File: src/rtl/spi_pkg.sv
// spi_pkg: shared types and CS polarity encodings for the SPI link.
// Revision 1.0
`default_nettype none

package spi_pkg;

  typedef enum logic [0:0] {
    IDLE = 1'b0,
    RECV = 1'b1
  } state_t;

  localparam logic CS_ACTIVE_LOW  = 1'b0;
  localparam logic CS_ACTIVE_HIGH = 1'b1;

endpackage

`default_nettype wire

File: src/rtl/spi_pin_sync.sv
// spi_pin_sync: multi-flop synchronizer for one asynchronous SPI pin.
// Revision 1.0
`default_nettype none

module spi_pin_sync #(
  parameter int   P_SYNC_STAGES = 2,
  parameter logic P_RST_VAL     = 1'b0
) (
  input  logic clk_100,
  input  logic a_rst,
  input  logic pin,
  output logic pin_s
);

  logic [P_SYNC_STAGES-1:0] sync_q;
  logic [P_SYNC_STAGES-1:0] sync_d;

  always_comb begin
    sync_d = {sync_q[P_SYNC_STAGES-2:0], pin};
  end

  always_ff @(posedge clk_100 or posedge a_rst) begin
    if (a_rst) begin
      sync_q <= {P_SYNC_STAGES{P_RST_VAL}};
    end else begin
      sync_q <= sync_d;
    end
  end

  assign pin_s = sync_q[P_SYNC_STAGES-1];

endmodule

`default_nettype wire

File: src/rtl/spi_receiver.sv
// spi_receiver: SPI slave receiver; oversampled pins, MSB-first words out on ready/valid.
// Revision 1.0
`default_nettype none

module spi_receiver
  import spi_pkg::*;
#(
  parameter int P_DATA_WIDTH  = 8,
  parameter int P_CS_POLAR    = 0,
  parameter int P_SAMPLE_EDGE = 1,
  parameter int P_SYNC_STAGES = 2
) (
  input  logic                    clk_100,
  input  logic                    a_rst,
  input  logic                    SCK,
  input  logic                    CS,
  input  logic                    MOSI,
  input  logic                    ready,
  output logic                    valid,
  output logic [P_DATA_WIDTH-1:0] data,
  output logic                    overrun,
  output logic                    frame_err,
  output logic                    busy
);

  localparam int              CNT_W      = $clog2(P_DATA_WIDTH);
  localparam logic [CNT_W-1:0] LAST_BIT  = CNT_W'(P_DATA_WIDTH - 1);
  localparam logic            CS_ACT     = (P_CS_POLAR != 0) ? CS_ACTIVE_HIGH : CS_ACTIVE_LOW;

  logic sck_s, cs_s, mosi_s;
  logic sck_dly_q, sck_dly_d;

  spi_pin_sync #(.P_SYNC_STAGES(P_SYNC_STAGES), .P_RST_VAL(1'b1)) u_sync_sck (
    .clk_100(clk_100), .a_rst(a_rst), .pin(SCK), .pin_s(sck_s)
  );

  spi_pin_sync #(.P_SYNC_STAGES(P_SYNC_STAGES), .P_RST_VAL(~CS_ACT)) u_sync_cs (
    .clk_100(clk_100), .a_rst(a_rst), .pin(CS), .pin_s(cs_s)
  );

  spi_pin_sync #(.P_SYNC_STAGES(P_SYNC_STAGES), .P_RST_VAL(1'b0)) u_sync_mosi (
    .clk_100(clk_100), .a_rst(a_rst), .pin(MOSI), .pin_s(mosi_s)
  );

  logic cs_active, sample_en;
  assign cs_active = (cs_s == CS_ACT);
  assign sample_en = (P_SAMPLE_EDGE != 0) ? (sck_s && !sck_dly_q) : (!sck_s && sck_dly_q);
  assign sck_dly_d = sck_s;

  state_t                  state_q, state_d;
  logic [P_DATA_WIDTH-1:0] shift_q, shift_d;
  logic [CNT_W-1:0]        bit_cnt_q, bit_cnt_d;
  logic                    valid_q, valid_d;
  logic [P_DATA_WIDTH-1:0] data_q, data_d;
  logic                    overrun_q, overrun_d;
  logic                    frame_err_q, frame_err_d;
  logic                    word_done;

  always_comb begin
    state_d     = state_q;
    shift_d     = shift_q;
    bit_cnt_d   = bit_cnt_q;
    valid_d     = valid_q;
    data_d      = data_q;
    overrun_d   = 1'b0;
    frame_err_d = 1'b0;
    word_done   = 1'b0;

    if (valid_q && ready) begin
      valid_d = 1'b0;
    end

    case (state_q)
      IDLE: begin
        bit_cnt_d = '0;
        if (cs_active) begin
          state_d = RECV;
        end
      end
      RECV: begin
        // CS release takes priority over a coincident sampling edge
        if (!cs_active) begin
          state_d   = IDLE;
          bit_cnt_d = '0;
          if (bit_cnt_q != '0) begin
            frame_err_d = 1'b1;
          end
        end else if (sample_en) begin
          shift_d = {shift_q[P_DATA_WIDTH-2:0], mosi_s};
          if (bit_cnt_q == LAST_BIT) begin
            bit_cnt_d = '0;
            word_done = 1'b1;
          end else begin
            bit_cnt_d = bit_cnt_q + CNT_W'(1);
          end
        end
      end
      default: state_d = IDLE;
    endcase

    if (word_done) begin
      if (!valid_q || ready) begin
        data_d  = shift_d;
        valid_d = 1'b1;
      end else begin
        overrun_d = 1'b1;
      end
    end
  end

  always_ff @(posedge clk_100 or posedge a_rst) begin
    if (a_rst) begin
      state_q     <= IDLE;
      sck_dly_q   <= 1'b1;
      shift_q     <= '0;
      bit_cnt_q   <= '0;
      valid_q     <= 1'b0;
      data_q      <= '0;
      overrun_q   <= 1'b0;
      frame_err_q <= 1'b0;
    end else begin
      state_q     <= state_d;
      sck_dly_q   <= sck_dly_d;
      shift_q     <= shift_d;
      bit_cnt_q   <= bit_cnt_d;
      valid_q     <= valid_d;
      data_q      <= data_d;
      overrun_q   <= overrun_d;
      frame_err_q <= frame_err_d;
    end
  end

  assign valid     = valid_q;
  assign data      = data_q;
  assign overrun   = overrun_q;
  assign frame_err = frame_err_q;
  assign busy      = (state_q == RECV);

endmodule

`default_nettype wire

File: config.mk
export PLATFORM = sky130hd
export DESIGN_NAME = spi_receiver
export DESIGN_NICKNAME = d
export VERILOG_FILES = /design/src/rtl/spi_pkg.sv /design/src/rtl/spi_pin_sync.sv /design/src/rtl/spi_receiver.sv
export SDC_FILE = /design/constraint.sdc
export NUM_CORES = 1
export LEC_CHECK = 0
export CORE_ASPECT_RATIO = 1.25
export CORE_MARGIN = 4
export CORE_UTILIZATION = 54
export CTS_CLUSTER_DIAMETER = 30
export DETAILED_ROUTE_END_ITERATION = 8
export MAX_ROUTING_LAYER = met4
export PLACE_DENSITY = 0.93
export SLEW_MARGIN = 20
export SYNTH_ARGS = -nofsm -noshare
export SYNTH_HDL_FRONTEND = slang
export SYNTH_SLANG_ARGS = --single-unit
File: constraint.sdc
create_clock -name clk_100 -period 3.2 [get_ports clk_100]
set_input_delay 0.32 -clock clk_100 [delete_from_list [all_inputs] [get_ports clk_100]]
set_output_delay 0.32 -clock clk_100 [all_outputs]
set_load 0.05 [all_outputs]
# Word level (Yosys, flattened, before mapping)
# Index checks and enable logic that the tools add are counted.
# totals
in_bits,6
elab_cells,42
output_inout_bits,12
reg_bits,30
# op_classes
n_mux,20
bitwise_logic,1
reduce_logical,7
eq_ne,2
addsub,1
# op_table
cell,n
8-bit 2-to-1 mux,3
1-bit 2-to-1 mux,13
3-bit 2-to-1 mux,3
3-bit case mux with 2 select lines,1
3-bit by 1-bit adder with 3-bit output (second input constant),1
3-bit equality test (second input constant),1
3-bit by 2-bit != test with 1-bit output (second input constant),1
3-bit nonzero test,1
1-bit logical AND,2
1-bit zero test,2
2-bit AND reduction,1
1-bit logical OR,1
1-bit NOT,1

# Longest topological paths before layout
# Gate-level depths: netlist (run 1).
# depth
word_depth,6
ltp_mapped,5
ltp_nobuf,5

# Hierarchy
# A second synthesis (run 1) with hierarchy kept.
# hier_totals
hier_cells,73
area_unflattened_um2,1091.0
# modules_own_cells
module,cells_each,area_per_inst_um2,seq_area_each_um2,instances
spi_receiver,64,924.6,576.8,1
spi_pin_sync at u_sync_cs ...,3,56.3,52.6,2
spi_pin_sync at u_sync_mosi,3,53.8,50.0,1

# Worst setup path after synthesis (run 1)
# Ideal clock, no wire load.
# synth_timing
kind,register to register
from,register state_q (netlist: busy)
to,register data_q[0] (netlist: data[0])
period_less_slack_ps,1565
stages_incl_launch_ff,5
t_arrival_ps,1441
setup_ps,125
n_path_buf,1
required_ps,3075
slack_ps,1635
path_cell_list,dfrtp_1 > and4bb_1 > buf_6 > nand3_4 > mux2_2
# synth_via
elab_chain_len,2
word_cells_on_any_way,3
classes_between,mux: 2; reduce/logical: 1
# synth_rtl
item,line_no,rtl
from (decl),spi_receiver.sv:50,"state_t state_q, state_d;"
from (signal assigned),spi_receiver.sv:122,state_q <= state_d;
1-bit 2-to-1 mux,spi_receiver.sv:73,case (state_q)
2-bit AND reduction (no source line),n/a,
to (signal assigned),spi_receiver.sv:127,data_q <= data_d;
to (decl),spi_receiver.sv:54,"logic [P_DATA_WIDTH-1:0] data_q, data_d;"
# Several ways; a longest one is shown, not always the timed one.
# A chain may end at the register's enable or synchronous reset.

# Worst setup path in the final report (run 1)
# layout_timing
from,register state_q (netlist: busy)
to,output busy
# layout_lines
item,line_no,rtl
to (decl),spi_receiver.sv:23,output logic busy
# No word-level cell between the ends.

==> results_dict.tcl, run 1 <==
set metrics [dict create \
    fillers 129 \
    ys_top_cells_by_area "dfrtp_1 56%, mux2_2 16%, dfstp_2 12%" \
    fin_hold_ws_ps 355 \
    finClkSkew_ps 8.70 \
    grt_pass1_vias 602 \
    yosys_most_used_dff "dfrtp_1" \
    power_density_nw_per_um2 503 \
    crit_chain "clkdlybuf4s50_1" \
    cp-end-kind "output port" \
    drc 0 \
    slew_headroom_pct 62.2 \
    cts.sinks 29 \
    die_w_um 48.0 \
    slowest_stage "clkdlybuf4s50_1" \
    finalCritPeriodShare_pct 57.3 \
    worstPathRequired_ps 2880 \
    fin_crit_ps 1830 \
    synth_edf_count 0 \
    final_nets 102 \
    ys_ff_latch 29 \
    drt_iter0_markers 3 \
    power.leakage_uw 0.000619 \
    synth-simple-area-share_pct 7.07 \
    antenna_found_initial 0 \
    ant_nets 0 \
    dr.pass1.iters 4 \
    postSynth.asyncResetShare_pct 100 \
    coreArea_um2 1830 \
    r2r_slack_ps 1580 \
    multi_input_area_um2 318 \
    htreeDepth 2 \
    design.die.area_um2 2780 \
    synth.top_cells.by_count "24 x dfrtp_1, 15 x mux2_2, 5 x dfstp_2, 5 x inv_1, 5 x nor2_1" \
    grt_max_degree 30 \
    vias 589 \
    crit_family "buffers and inverters" \
    status "completed" \
    io_pins 18 \
    postCtsSetupBuffers 0 \
    areaGrowthSynthToFinish_pct 21.4 \
    cts.repair.resized 0 \
    port_buffers 17 \
    start_kind "register" \
    hold_violations 0 \
    yosysWarnings 0 \
    grt_first_pass_wirelength_mm 2.64 \
    synth-xor-area-share_pct 0 \
    fin_area_um2 1310 \
    yosysUniqueCellTypes 14 \
    antenna_cells 0 \
    synthAdderAreaFrac_pct 3.48 \
    power_uw 660 \
    cts_root_buf "clkbuf_4" \
    min_path_type "register to register" \
    rsz0062_at_grt "false" \
    crit_buf_inv 1 \
    synth_top_family_by_area "multiplexers" \
    grt_usage_pct 14.8 \
    path_class "register to output port" \
    detail_route.wl_per_cell_um 13.3 \
    clock_latency_ps 320 \
    grt_overflow 0 \
    ys_seq_area_share_pct 67.8 \
    synth_area_leader_cell "dfrtp_1" \
    cts_tree "yes" \
    setup_tns_ps 0 \
    final-max-slew-violation-count 0 \
    dp_hpwl_mm 1.14 \
    synth_top_area_share_pct 55.6 \
    place_area_um2 1260 \
    vias_per_cell 5.21 \
    worstMarginPinSlew_ps 566 \
    max_freq_ghz 0.545 \
    arrival_ps 1510 \
    cts_made_buffers 5 \
    cts_buffer_depth 2 \
    seq_area_um2 732 \
    drv_cap 0 \
    syn_nets 79 \
    synthMuxAreaShare_pct 18.4 \
    synth_area_per_cell_um2 15.4 \
    clk_pin_slew_ps 70 \
    hold_buffers 0 \
    globalplace.congestion 0.672 \
    path_max_fanout 4 \
    start_util_pct 59.0 \
    die_h_um 58.0 \
    setup_viol 0 \
    post-route-util_pct 71.7 \
    drive_gt1_share_pct 28.7 \
    synth-compound-area-share_pct 0.463 \
    synth_most_common_cell "dfrtp_1" \
    max_stage_delay_ps 820 \
    max-vdd-ir-drop_v 0.000403 \
    row_count 17 \
    syn_inst 70 \
    netlist_area_um2 1080 \
    wirelength_mm 1.50 \
]
[flip-flops by register name, indices dropped and copies added (netlist names)]
name                flops
frame_err               1
u_sync_sck.sync_q       2
busy                    1
bit_cnt_q               3
data                    8
shift_q                 7
u_sync_mosi.sync_q      2
u_sync_cs.sync_q        2
overrun                 1
sck_dly_q               1
valid                   1
[placed cells by master, fill, tap and decap left out, types with 3 or more instances in the layout]
| cell type | netlist | routed |
|---|---|---|
| nand2_1 | 4 | 4 |
| nor2_1 | 5 | 5 |
| inv_1 | 5 | 4 |
| dfstp_2 | 5 | 5 |
| clkbuf_1 | 0 | 3 |
| dfrtp_1 | 24 | 24 |
| ha_1 | 3 | 3 |
| mux2_2 | 15 | 15 |
| mux2i_1 | 3 | 3 |
| clkbuf_4 | 0 | 5 |
| clkdlybuf4s50_1 | 0 | 17 |
[final cells by class]
| class | instances | share of cell area (%) |
|---|---|---|
| Inverter | 5 | 1.43 |
| Tap cell | 19 | 1.81 |
| Clock buffer | 8 | 3.72 |
| Sequential cell | 29 | 55.8 |
| Timing Repair Buffer | 17 | 13.0 |
| Multi-Input combinational cell | 35 | 24.2 |
[layer usage]
metal / track usage [%] / vias up / part of all wire (%)
met5: - / - / 0
met4: 8.08 / 0 / 3.1
met3: 8.39 / 6 / 8.6
met2: 20.6 / 20 / 47
met1: 16.4 / 282 / 41
li1: - / 281 / -
[through the flow]
step	std cells	worst slack, ps
after global placement	105	1600
after global routing	113	1310
final	113	1370
after detailed placement	105	1560
after CTS	113	1350
after floorplan	70	1630
[report_power, final]
group	leakage [uW]	switching (uW)	internal, uW
registers	0.000374	18.5	398
logic	0.000219	20.8	28.3
clock network	0.0000265	107	87.3
total	0.000619	146	514
[logic make-up (layout without fill, tap and decap cells)]
family / count (synthesis) / count (layout)
compound gates: 1 / 1
fa+ha+maj: 3 / 3
buf+inv: 6 / 30
flops: 29 / 29
mux: 18 / 18
simple gates: 13 / 13
[final timing paths]
kind,endpoint,cells past startpoint,startpoint
worst max-delay path,busy,1,busy$_DFF_PP0_
worst min-delay path,u_sync_mosi.sync_q[1]$_DFF_PP0_,0,u_sync_mosi.sync_q[0]$_DFF_PP0_
worst max register to register,data[2]$_DFFE_PP0P_,3,u_sync_sck.sync_q[1]$_DFF_PP1_
worst min register to register,u_sync_mosi.sync_q[1]$_DFF_PP0_,0,u_sync_mosi.sync_q[0]$_DFF_PP0_
max in group asynchronous,u_sync_cs.sync_q[0]$_DFF_PP1_,2,a_rst
min in group asynchronous,overrun$_DFF_PP0_,2,a_rst
(Power assumes the default switching activity.)
==> run 2: changes to the inputs <==
--- a/config.mk
+++ b/config.mk
@@ -7,11 +7,11 @@
 export LEC_CHECK = 0
 export CORE_ASPECT_RATIO = 1.25
 export CORE_MARGIN = 4
-export CORE_UTILIZATION = 54
+export CORE_UTILIZATION = 50
 export CTS_CLUSTER_DIAMETER = 30
 export DETAILED_ROUTE_END_ITERATION = 8
 export MAX_ROUTING_LAYER = met4
-export PLACE_DENSITY = 0.93
+export PLACE_DENSITY = 0.88
 export SLEW_MARGIN = 20
 export SYNTH_ARGS = -nofsm -noshare
 export SYNTH_HDL_FRONTEND = slang
==> constraint.sdc (replaced) <==
create_clock -name clk_100 -period 1.85 [get_ports clk_100]
set_input_delay 0.185 -clock clk_100 [delete_from_list [all_inputs] [get_ports clk_100]]
set_output_delay 0.185 -clock clk_100 [all_outputs]
set_load 0.05 [all_outputs]
==> run 2 against run 1 <==
Effect of this change:
- hold slack lost 170 ps
- first-iteration DRC count grew 130%
- design area grew 3.8%
- critical path depth is the same
- non-clock buffer count grew 2
- die area grew 6.8%
- sequential share of layout area shrank 2.1 points
- core utilization shrank 4.5 points
- global-route usage grew 0.11 points
- largest cell class unchanged
- largest power group unchanged
- highest routed layer unchanged
==> results_dict.tcl, run 2 (synthesis gave the netlist of run 1 again) <==
set metrics [dict create \
    status "completed" \
    worstPathRequired_ps 1660 \
    finalCritPeriodShare_pct 92.9 \
    p_int_uw 963 \
    setup_viol 0 \
    cp-end-kind "output port" \
    setup_tns_ps 0 \
    vias_per_cell 5.17 \
    cts_buffer_depth 2 \
    port_buffers 17 \
    p_sw_uw 273 \
    max_freq_ghz 0.582 \
    coreArea_um2 2030 \
    largest_register_ffs 8 \
    path_class "register to output port" \
    crit_buf_inv 1 \
    clk_pin_slew_ps 80 \
    seqPwrFrac_pct 58.6 \
    combPwrFrac_pct 7.3 \
    r2r_end "shift_q[2]$_DFF_PP0_" \
    postCtsSetupBuffers 0 \
    start_util_pct 53.3 \
    design.die.area_um2 2970 \
    power.leakage_uw 0.000650 \
    max_stage_delay_ps 820 \
    detail_route.wl_per_cell_um 13.2 \
    dr.pass1.iters 2 \
    p_clk_share_pct 34.1 \
    crit_chain "clkdlybuf4s50_1" \
    wirelength_mm 1.53 \
    slowest_stage "clkdlybuf4s50_1" \
    antenna_cells 0 \
    path_max_fanout 4 \
    min_path_type "input pin to asynchronous set/reset pin" \
    grt_first_pass_wirelength_mm 3.08 \
    antenna_found_initial 0 \
    rsz0062_at_grt "false" \
    vias 600 \
    areaGrowthSynthToFinish_pct 26.1 \
    clock_latency_ps 320 \
    hold_buffers 0 \
    p_sw_share_pct 22.1 \
    power_density_nw_per_um2 908 \
    io_pins 18 \
    ant_nets 0 \
    arrival_ps 1530 \
    worstMarginPinSlew_ps 504 \
    grt_overflow 0 \
    htreeDepth 2 \
    crit_family "buffers and inverters" \
    r2r_slack_ps 320 \
    row_count 18 \
    cts.repair.resized 0 \
    die_w_um 49.6 \
    hold_violations 0 \
    cts_root_buf "clkbuf_4" \
    final_nets 104 \
    slew_headroom_pct 66.3 \
    grt_pass1_vias 703 \
    cts_made_buffers 5 \
    final_common_cell "dfrtp_1" \
    fillers 168 \
    drive_gt1_share_pct 32.3 \
    start_kind "register" \
    drc 0 \
    cts.sinks 29 \
    power_uw 1240 \
    grt_usage_pct 14.9 \
    die_h_um 60.0 \
    finClkSkew_ps 6.33 \
    fin_crit_ps 1720 \
    drv_cap 0 \
    dp_hpwl_mm 1.10 \
    cts_tree "yes" \
    regToRegStartpoint "u_sync_sck.sync_q[1]$_DFF_PP1_" \
    final_cell_mix "24 x dfrtp_1, 17 x clkdlybuf4s50_1, 15 x mux2_2" \
    grt_max_degree 30 \
    drt_iter0_markers 7 \
    final-max-slew-violation-count 0 \
    max-vdd-ir-drop_v 0.000686 \
    globalplace.congestion 0.688 \
    rr_worst_depth 3 \
]
## run 2: cell count changes in the layout (fill, tap and decap cells not counted), sizes merged
| cell | before | now |
|---|---|---|
| buf | 0 | 2 |
| clkbuf | 8 | 7 |
| clkinv | 0 | 1 |
## run 2: cell type report
type                            instances  area (um^2)  area share, %
Sequential cell                        29          732           53.8
Multi-Input combinational cell         35          318           23.3
Timing Repair Buffer                   19          198           14.5
Clock buffer                            7         65.1           4.78
Tap cell                               20         25.0           1.84
Inverter                                5         18.8           1.38
Clock inverter                          1         5.00          0.368
## run 2: how the worst max path moves through the flow
stage,from,endpoint,slack [ps],cells after the start
after CTS,busy$_DFF_PP0_,busy,110,1
after global placement,u_sync_sck.sync_q[1]$_DFF_PP1_,shift_q[4]$_DFF_PP0_,340,3
after global routing,busy$_DFF_PP0_,busy,60,1
final,busy$_DFF_PP0_,busy,130,1
after detailed placement,u_sync_sck.sync_q[1]$_DFF_PP1_,shift_q[2]$_DFF_PP0_,310,3
after floorplan,busy$_DFF_PP0_,data[0]$_DFFE_PP0P_,280,4
## run 2: power by group through the flow
stage | Clock, uW | Sequential, uW | Combinational (uW)
floorplan | 0 | 728 | 59.3
global placement | 0 | 735 | 86.9
detailed placement | 0 | 739 | 92.4
CTS | 443 | 726 | 93.7
global route | 480 | 734 | 101
finish | 421 | 724 | 90.7
## run 2: through the flow
stage	instances	hold WS (ps)	cell area (um^2)	setup slack (ps)	util (%)
after floorplan	70	189	1080	285	-
after global placement	108	332	1290	343	63.7
after detailed placement	108	348	1290	309	63.7
after CTS	116	171	1360	107	67.2
after global routing	116	168	1360	56.0	67.2
final	116	184	1360	132	67.2
## run 2: layer usage
metal  up-vias  GRT usage, %  wire length [um]
li1        283             -                 -
met1       292          15.5               636
met2        19          23.6               743
met3         6          5.99               104
met4         0          9.49                48
met5         -             -                 0
